**config.mk**
```make
export PLATFORM = sky130hd
export DESIGN_NAME = instr_encoder_loader
export DESIGN_NICKNAME = d
export VERILOG_FILES = /design/src/rtl/instr_enc_pkg.sv /design/src/rtl/instr_enc_comb.sv /design/src/rtl/instr_encoder_loader.sv
export SDC_FILE = /design/constraint.sdc
export NUM_CORES = 1
export LEC_CHECK = 0
export BUFFER_PORTS_ARGS = -buffer_cell sky130_fd_sc_hd__buf_2
export CAP_MARGIN = 20
export CORE_MARGIN = 10
export CORE_UTILIZATION = 40
export CTS_BUF_LIST = sky130_fd_sc_hd__clkbuf_8
export DETAILED_ROUTE_END_ITERATION = 7
export HOLD_SLACK_MARGIN = 0.1
export PLACE_DENSITY = 0.67
export SLEW_MARGIN = 20
export SYNTH_ARGS = -nofsm -noshare
export SYNTH_HDL_FRONTEND = slang
export SYNTH_SLANG_ARGS = --single-unit
```
**constraint.sdc**
```tcl
create_clock -name i_clk -period 2.3 [get_ports i_clk]
set_clock_uncertainty 0.15 [all_clocks]
set_input_delay 0.46 -clock i_clk [delete_from_list [all_inputs] [get_ports i_clk]]
set_output_delay 0.46 -clock i_clk [all_outputs]
set_load 0.03 [all_outputs]
```
**src/rtl/instr_enc_pkg.sv**
```systemverilog
// -----------------------------------------------------------------------------
// instr_enc_pkg
// Shared constants and types for the RV32I instruction encoder/loader:
//   - opcode, funct3 and funct7 field values
//   - op_type / alu_sel request encodings
//   - loader state-machine state type
// No ports (package).
// -----------------------------------------------------------------------------
package instr_enc_pkg;

    localparam logic [6:0] OPC_RTYPE  = 7'b0110011;
    localparam logic [6:0] OPC_LOAD   = 7'b0000011;
    localparam logic [6:0] OPC_STORE  = 7'b0100011;
    localparam logic [6:0] OPC_BRANCH = 7'b1100011;

    localparam logic [2:0] F3_ADD_SUB = 3'b000;
    localparam logic [2:0] F3_AND     = 3'b111;
    localparam logic [2:0] F3_OR      = 3'b110;
    localparam logic [2:0] F3_LW      = 3'b010;
    localparam logic [2:0] F3_SW      = 3'b010;
    localparam logic [2:0] F3_BEQ     = 3'b000;

    localparam logic [6:0] F7_SUB     = 7'b0100000;
    localparam logic [6:0] F7_BASE    = 7'b0000000;

    typedef enum logic [1:0] {
        OP_R      = 2'b00,
        OP_LOAD   = 2'b01,
        OP_STORE  = 2'b10,
        OP_BRANCH = 2'b11
    } op_type_e;

    typedef enum logic [1:0] {
        ALU_ADD = 2'b00,
        ALU_SUB = 2'b01,
        ALU_AND = 2'b10,
        ALU_OR  = 2'b11
    } alu_sel_e;

    typedef enum logic [1:0] {
        ST_IDLE = 2'b00,
        ST_LOAD = 2'b01,
        ST_DONE = 2'b10
    } state_e;

endpackage

```
**src/rtl/instr_enc_comb.sv**
```systemverilog
// -----------------------------------------------------------------------------
// instr_enc_comb
// Purely combinational field-to-word RV32I encoder (R, I-load, S, B formats).
// Fields a format does not use are not encoded; imm[0] never reaches a branch.
// Ports:
//   i_op_type [1:0]  instruction class
//   i_alu_sel [1:0]  R-type operation
//   i_rd, i_rs1, i_rs2 [4:0] register indices
//   i_imm [12:0]     signed immediate
//   o_instr [31:0]   encoded instruction word
// -----------------------------------------------------------------------------
module instr_enc_comb
    import instr_enc_pkg::*;
(
    input  logic [1:0]  i_op_type,
    input  logic [1:0]  i_alu_sel,
    input  logic [4:0]  i_rd,
    input  logic [4:0]  i_rs1,
    input  logic [4:0]  i_rs2,
    input  logic [12:0] i_imm,
    output logic [31:0] o_instr
);

    logic [2:0] w_r_f3;
    logic [6:0] w_r_f7;

    always_comb begin
        w_r_f3 = F3_ADD_SUB;
        case (i_alu_sel)
            ALU_AND: w_r_f3 = F3_AND;
            ALU_OR:  w_r_f3 = F3_OR;
            default: w_r_f3 = F3_ADD_SUB;
        endcase
        w_r_f7 = (i_alu_sel == ALU_SUB) ? F7_SUB : F7_BASE;
    end

    always_comb begin
        o_instr = '0;
        case (i_op_type)
            OP_R:      o_instr = {w_r_f7, i_rs2, i_rs1, w_r_f3, i_rd, OPC_RTYPE};
            OP_LOAD:   o_instr = {i_imm[11:0], i_rs1, F3_LW, i_rd, OPC_LOAD};
            OP_STORE:  o_instr = {i_imm[11:5], i_rs2, i_rs1, F3_SW, i_imm[4:0], OPC_STORE};
            OP_BRANCH: o_instr = {i_imm[12], i_imm[10:5], i_rs2, i_rs1, F3_BEQ,
                                  i_imm[4:1], i_imm[11], OPC_BRANCH};
            default:   o_instr = '0;
        endcase
    end

endmodule

```
**src/rtl/instr_encoder_loader.sv**
```systemverilog
// -----------------------------------------------------------------------------
// instr_encoder_loader
// Accepts instruction-field requests over a valid/ready handshake, encodes them
// to RV32I words and writes them into instruction memory, one word per cycle,
// starting at address 0 for each session.
//
// state   | meaning
// --------+-----------------------------------------------------------
// IDLE    | after reset, waiting for the first start
// LOAD    | accepting requests, writing one word per accepted request
// DONE    | session finished (in_last seen or memory full), awaiting start
//
// Build option: IENC_ERR_CHECK_EN adds o_err and rejects illegal immediates.
// Ports:
//   i_clk, i_rst (sync, active-high)
//   i_start                session start pulse
//   i_in_valid/o_in_ready  request handshake, i_in_last marks final request
//   i_op_type, i_alu_sel, i_rd, i_rs1, i_rs2, i_imm  request fields
//   o_imem_we/o_imem_addr/o_imem_wdata  memory write port
//   o_count  words written this session, o_done  session complete
//   o_err    sticky illegal-request flag (IENC_ERR_CHECK_EN only)
// -----------------------------------------------------------------------------
module instr_encoder_loader
    import instr_enc_pkg::*;
#(
    parameter int DEPTH  = 64,
    parameter int ADDR_W = 6
) (
    input  logic              i_clk,
    input  logic              i_rst,
    input  logic              i_start,
    input  logic              i_in_valid,
    output logic              o_in_ready,
    input  logic              i_in_last,
    input  logic [1:0]        i_op_type,
    input  logic [1:0]        i_alu_sel,
    input  logic [4:0]        i_rd,
    input  logic [4:0]        i_rs1,
    input  logic [4:0]        i_rs2,
    input  logic [12:0]       i_imm,
    output logic              o_imem_we,
    output logic [ADDR_W-1:0] o_imem_addr,
    output logic [31:0]       o_imem_wdata,
    output logic [ADDR_W:0]   o_count,
`ifdef IENC_ERR_CHECK_EN
    output logic              o_err,
`endif
    output logic              o_done
);

    localparam logic [ADDR_W:0]   C_DEPTH    = (ADDR_W+1)'(DEPTH);
    localparam logic [ADDR_W:0]   C_LAST_CNT = (ADDR_W+1)'(DEPTH - 1);
    localparam logic [ADDR_W-1:0] C_PTR_MAX  = ADDR_W'(DEPTH - 1);

    state_e            r_state;
    state_e            w_next;
    logic [ADDR_W-1:0] r_ptr;
    logic [ADDR_W:0]   r_count;
    logic              r_we;
    logic [ADDR_W-1:0] r_addr;
    logic [31:0]       r_wdata;
    logic [31:0]       w_enc;
    logic              w_ready;
    logic              w_accept;
    logic              w_illegal;
    logic              w_write;
    logic              w_restart;

    instr_enc_comb u_enc (
        .i_op_type (i_op_type),
        .i_alu_sel (i_alu_sel),
        .i_rd      (i_rd),
        .i_rs1     (i_rs1),
        .i_rs2     (i_rs2),
        .i_imm     (i_imm),
        .o_instr   (w_enc)
    );

`ifdef IENC_ERR_CHECK_EN
    logic r_err;
    assign w_illegal = ((i_op_type == OP_BRANCH) && i_imm[0]) ||
                       (((i_op_type == OP_LOAD) || (i_op_type == OP_STORE)) &&
                        (i_imm[12] != i_imm[11]));
    assign o_err     = r_err;
`else
    assign w_illegal = 1'b0;
`endif

    assign w_accept  = i_in_valid && w_ready;
    assign w_write   = w_accept && !w_illegal;
    // start is only honoured outside LOAD; it also rewinds pointer and count
    assign w_restart = i_start && (r_state != ST_LOAD);

    always_ff @(posedge i_clk) begin
        if (i_rst) r_state <= ST_IDLE;
        else       r_state <= w_next;
    end

    always_comb begin
        w_next = r_state;
        case (r_state)
            ST_IDLE: if (i_start) w_next = ST_LOAD;
            ST_LOAD: begin
                // full when this write is the DEPTH-th one
                if (w_accept && (i_in_last || (w_write && r_count == C_LAST_CNT)))
                    w_next = ST_DONE;
            end
            ST_DONE: if (i_start) w_next = ST_LOAD;
            default: w_next = ST_IDLE;
        endcase
    end

    always_comb begin
        w_ready = (r_state == ST_LOAD) && (r_count < C_DEPTH);
        o_done  = (r_state == ST_DONE);
    end

    assign o_in_ready = w_ready;

    always_ff @(posedge i_clk) begin
        if (i_rst) begin
            r_ptr   <= '0;
            r_count <= '0;
            r_we    <= 1'b0;
            r_addr  <= '0;
            r_wdata <= '0;
        end else begin
            r_we <= w_write;
            if (w_write) begin
                r_addr  <= r_ptr;
                r_wdata <= w_enc;
            end
            if (w_restart) begin
                r_ptr   <= '0;
                r_count <= '0;
            end else if (w_write) begin
                r_count <= r_count + 1'b1;
                if (r_ptr != C_PTR_MAX) r_ptr <= r_ptr + 1'b1;
            end
        end
    end

`ifdef IENC_ERR_CHECK_EN
    always_ff @(posedge i_clk) begin
        if (i_rst)                       r_err <= 1'b0;
        else if (w_restart)              r_err <= 1'b0;
        else if (w_accept && w_illegal)  r_err <= 1'b1;
    end
`endif

    assign o_imem_we    = r_we;
    assign o_imem_addr  = r_addr;
    assign o_imem_wdata = r_wdata;
    assign o_count      = r_count;

endmodule

```
# == Word-level counts from Yosys, hierarchy flattened ==
# Cells that the tools add are included.
# word_totals
reg_bits,54
out_inout_bits,48
wordCells,40
# op_classes
n_addsub,2
magnitude_cmp,1
n_eq_ne,13
mux,6
reduce_logical,12
# ops
op,count
one-hot mux 32 bit (4 select lines),1
== test 2 bit (second input constant),5
adder 7 x 1 -> 7 bit (second input constant),1
== test 7 x 6 -> 1 bit (second input constant),1
< comparator 7 bit (second input constant),1
adder 6 x 1 -> 6 bit (second input constant),1
== test 2 x 1 -> 1 bit (second input constant),3
2-to-1 mux 6 bit,1
inequality test 6 bit (second input constant),1
one-hot mux 3 bit (2 select lines),1
logical AND 1 bit,5
zero test 2 bit,2
2-to-1 mux 2 bit,2
inequality test 2 x 1 -> 1 bit (second input constant),2
one-hot mux 2 bit (2 select lines),1
AND reduction 2 bit,2
OR reduction 2 bit,2
inequality test 2 bit (second input constant),1
logical OR 1 bit,1

# == Longest topological paths before layout ==
# logic_depth
depth_word,8
ltp_mapped,6
ltp_nobuf,5

# == Cells and area by module ==
# Synthesis repeated with hierarchy kept, for this count alone.
# unflattened
cells_unflattened,303
hier_area_um2,2474.9
# modules_own_cells
module,n_inst,cells_per_inst,area_per_inst_um2,seq_area_each_um2
instr_encoder_loader,1,253,2099.5,1081.0
instr_enc_comb,1,50,375.4,0.0

# == Worst setup path before layout ==
# OpenSTA, ideal clock, no wires.
# synth_timing
path_type,register -> output
start,register r_count[6] (netlist: o_count[6])
end,output port o_in_ready
arrival_time_ns,1.205
required_ns,1.690
setup_slack_ns,0.485
path_stages_with_launch,2
n_path_buf,0
cell_sequence,dfxtp_1 > nor3b_1
# synth_between
elab_chain_cells,2
# synth_lines
element,line,rtl
start: declaration,instr_encoder_loader.sv:58,logic [ADDR_W:0] r_count;
start signal: assignment,instr_encoder_loader.sv:137,r_count <= r_count + 1'b1;
< comparator 7 bit,instr_encoder_loader.sv:114,w_ready = (r_state == ST_LOAD) && (r_count < C_DEPTH);
logical AND 1 bit,instr_encoder_loader.sv:114,
end: declaration,instr_encoder_loader.sv:33,"output logic o_in_ready,"
# No other way between the ends.

# == Final worst setup path ==
# layout_timing
start,register r_state[0]
end,output port o_in_ready
# layout_between
elab_chain_cells,2
# layout_lines
element,line,rtl
start: declaration,instr_encoder_loader.sv:55,state_e r_state;
start signal: assignment,instr_encoder_loader.sv:96,else r_state <= w_next;
== test 2 x 1 -> 1 bit,instr_encoder_loader.sv:114,
logical AND 1 bit,instr_encoder_loader.sv:114,
# No other way between the ends.

==> impl_metrics.toml <==
[floorplanning]
ios = 85
core-area_um2 = 5473
dieWidth_um = 95.02
rows = 27
start_util_pct = 41.13
die_area_um2 = 9028
die_h_um = 95.02

[worst_setup_path]
cp-start-kind = "register"
r2r-start = "r_state[0]"
cp-end-kind = "primary output"
cp.arrival_ns = 1.22
required_ns = 1.69
reg2reg_slack_ns = 0.51
criticalPathCategory = "register to primary output"
r2r_end = "o_imem_wdata[27]"
critical_path_peak_fanout = 8
reg2reg_depth = 4

[global_route]
grtUsageMet3_pct = 5.185
grt_pass1_wl_um = 10320
grt_pass1_vias = 2142
top_usage_layer = "met2"
met2_usage_pct = 24.03
use_met1_pct = 16.21
grt_overflow_total = 0
grt_max_degree = 26
antenna_found_initial = 0
grt_use_total_pct = 14.02

[clocking]
cts_buffers = 5
clock_latency_ns = 0.30
cts_setup_buffers = 0
cts.clk_slew.worst_paths_ns = 0.10
cts.sinks = 51
cts_hold_buf = 0
cts_resized = 0
cts_tree = "done"
cts_root_buffer = "clkbuf_8"
htree_levels = 2
clock_path_buffers = 2

[sta]
hold_viol_final = 0
slew_violations = 0
rsz0062_at_grt = "no"
setup-violations-final = 0
tightest_slew_ns = 0.6806
setup_total_negative_slack_ns = 0
period_share_pct = 79.55
timing.fmax_mhz = 546.5
timing.slew.headroom_pct = 54.32
fin_crit_ns = 1.830

[finish]
antennaDiodeCount = 0
final_area_um2 = 2880
fillers = 546
mostFrequentLayoutCells = "82 x buf_2, 51 x dfxtp_1, 39 x nand2_1"
nNetsFinal = 390
syn2layout_area_growth_pct = 27.96
drive_gt1_share_pct = 30.26
final_common_cell = "buf_2"

[run]
drv_cap = 0

[yosys]
synthTopCellsByArea = "dfxtp_1 45%, nand2_1 6.5%, a21oi_1 6.4%, ha_1 3.9%, a221oi_1 3.5%"
synth_top_area_share_pct = 45.36
seq_area_frac_synth_pct = 45.36
synth-edff-count = 0
syn_inst = 264
syn_area_um2 = 2251
yosys.area.top_type = "dfxtp_1"
synth_warnings = 0
yosysUniqueCellTypes = 47
synth.avg_cell_area_um2 = 8.526
synth.ff_latch_count = 51
synth_flop_cell = "dfxtp_1"
ys_async_sr_fraction_pct = 0

[drt]
drt_pass1_iterations = 4
via_per_inst = 5.224
vias = 2189
antenna_left = 0
drt-initial-drc-count = 77
drt-total-wl_um = 6330
drc = 0
wl_per_cell_um = 15.11

[power]
p_leak_nw = 1.257
irDropWorstVdd_uv = 356.1
p_per_area_nw_per_um2 = 662.2

[placement]
dpl_cell_area_um2 = 2763
dp_hpwl_um = 4775
gp_congestion = 0.7629
port_buffers = 82

[min_path]
min_path_type = "input port to register"
min_from = "i_rs1[1]"
min_to = "o_imem_wdata[16]"
hold-path-cell-count = 3

[outcome]
status = "finished, final reports clean"
worst max path at each step:
stage	cells after the start	slack, ns	from	to
4_1_cts	2	0.46	r_state[0]	o_in_ready
3_3_place_gp	6	0.33	i_op_type[0]	o_imem_wdata[20]
5_1_grt	4	0.34	r_state[0]	o_imem_wdata[27]
3_5_place_dp	6	0.28	i_op_type[0]	o_imem_wdata[22]
2_1_floorplan	1	0.49	o_count[6]	o_in_ready
6_report	2	0.47	r_state[0]	o_in_ready
registers in the layout, indices dropped and copies added (netlist names):
signal        cells
r_ptr             6
o_imem_we         1
o_imem_wdata     29
o_imem_addr       6
r_state           2
o_count           7
layout make-up:
class / instances / area, um^2 / share of cell area [%]
Sequential cell: 51 / 1021 / 35.45
Timing Repair Buffer: 93 / 505.5 / 17.55
Tap cell: 72 / 90.09 / 3.128
Clock buffer: 6 / 82.58 / 2.867
Clock inverter: 2 / 35.03 / 1.216
Inverter: 10 / 37.54 / 1.303
Multi-Input combinational cell: 185 / 1109 / 38.49
per-stage QoR:
stage          util [%]  std cells  worst slack, ns  power [mW]  hold WS, ns
2_1_floorplan         -        265           0.4854       1.159       0.3042
3_3_place_gp      50.48        411           0.3327       1.274       0.2868
3_5_place_dp      50.48        411           0.2793       1.279       0.2925
4_1_cts           52.63        419           0.4576       1.936       0.2272
5_1_grt           52.63        419           0.3421       1.995       0.2369
6_report          52.63        419           0.4703       1.907       0.2346
kinds of logic (layout without fill, tap and decap cells):
| kind of cell | after synthesis | count (layout) | synth area share (%) |
|---|---|---|---|
| AOI/OAI and AO/OA | 81 | 81 | 22.79 |
| and+or+nand+nor | 89 | 89 | 19.40 |
| DFF | 51 | 51 | 45.36 |
| muxes | 5 | 5 | 2.224 |
| other | 1 | 2 | 0.1666 |
| buffers and inverters | 29 | 111 | 5.780 |
| adders and majority gates | 7 | 7 | 3.891 |
| xor gates and xnor gates | 1 | 1 | 0.3892 |
critical path, cell delays in order (launching register included):
cell and delay [ns]:
dfxtp_1 0.48, nor3b_1 0.20, buf_2 0.23
power by group:
| part | internal, mW | leakage [nW] | switching [mW] | total (mW) |
|---|---|---|---|---|
| clock network | 0.353 | 0.0612 | 0.299 | 0.652 |
| logic | 0.112 | 0.782 | 0.207 | 0.318 |
| registers | 0.916 | 0.414 | 0.0210 | 0.937 |
cell usage after synthesis (all sizes together) (2+ instances only):
master   n
nor4     2
o21ai   16
nand4    5
a211o    4
nand2   39
clkbuf   9
and2     2
o211ai   5
a211oi   8
nor3b    2
a31oi    2
a221oi   9
a21oi   29
nor2    16
and4     2
inv      9
mux2i    5
nor2b    2
buf     10
nand3    5
or3      4
dfxtp   51
ha       7
metal layers:
layer | routed length [um] | part of all wire, % | vias to the layer above
li1 | - | - | 1105
met1 | 2629 | 42 | 1034
met2 | 3256 | 51 | 48
met3 | 420 | 6.6 | 2
met4 | 23 | 0.36 | 0
met5 | 0 | 0 | -
(Power assumes the default switching activity.)
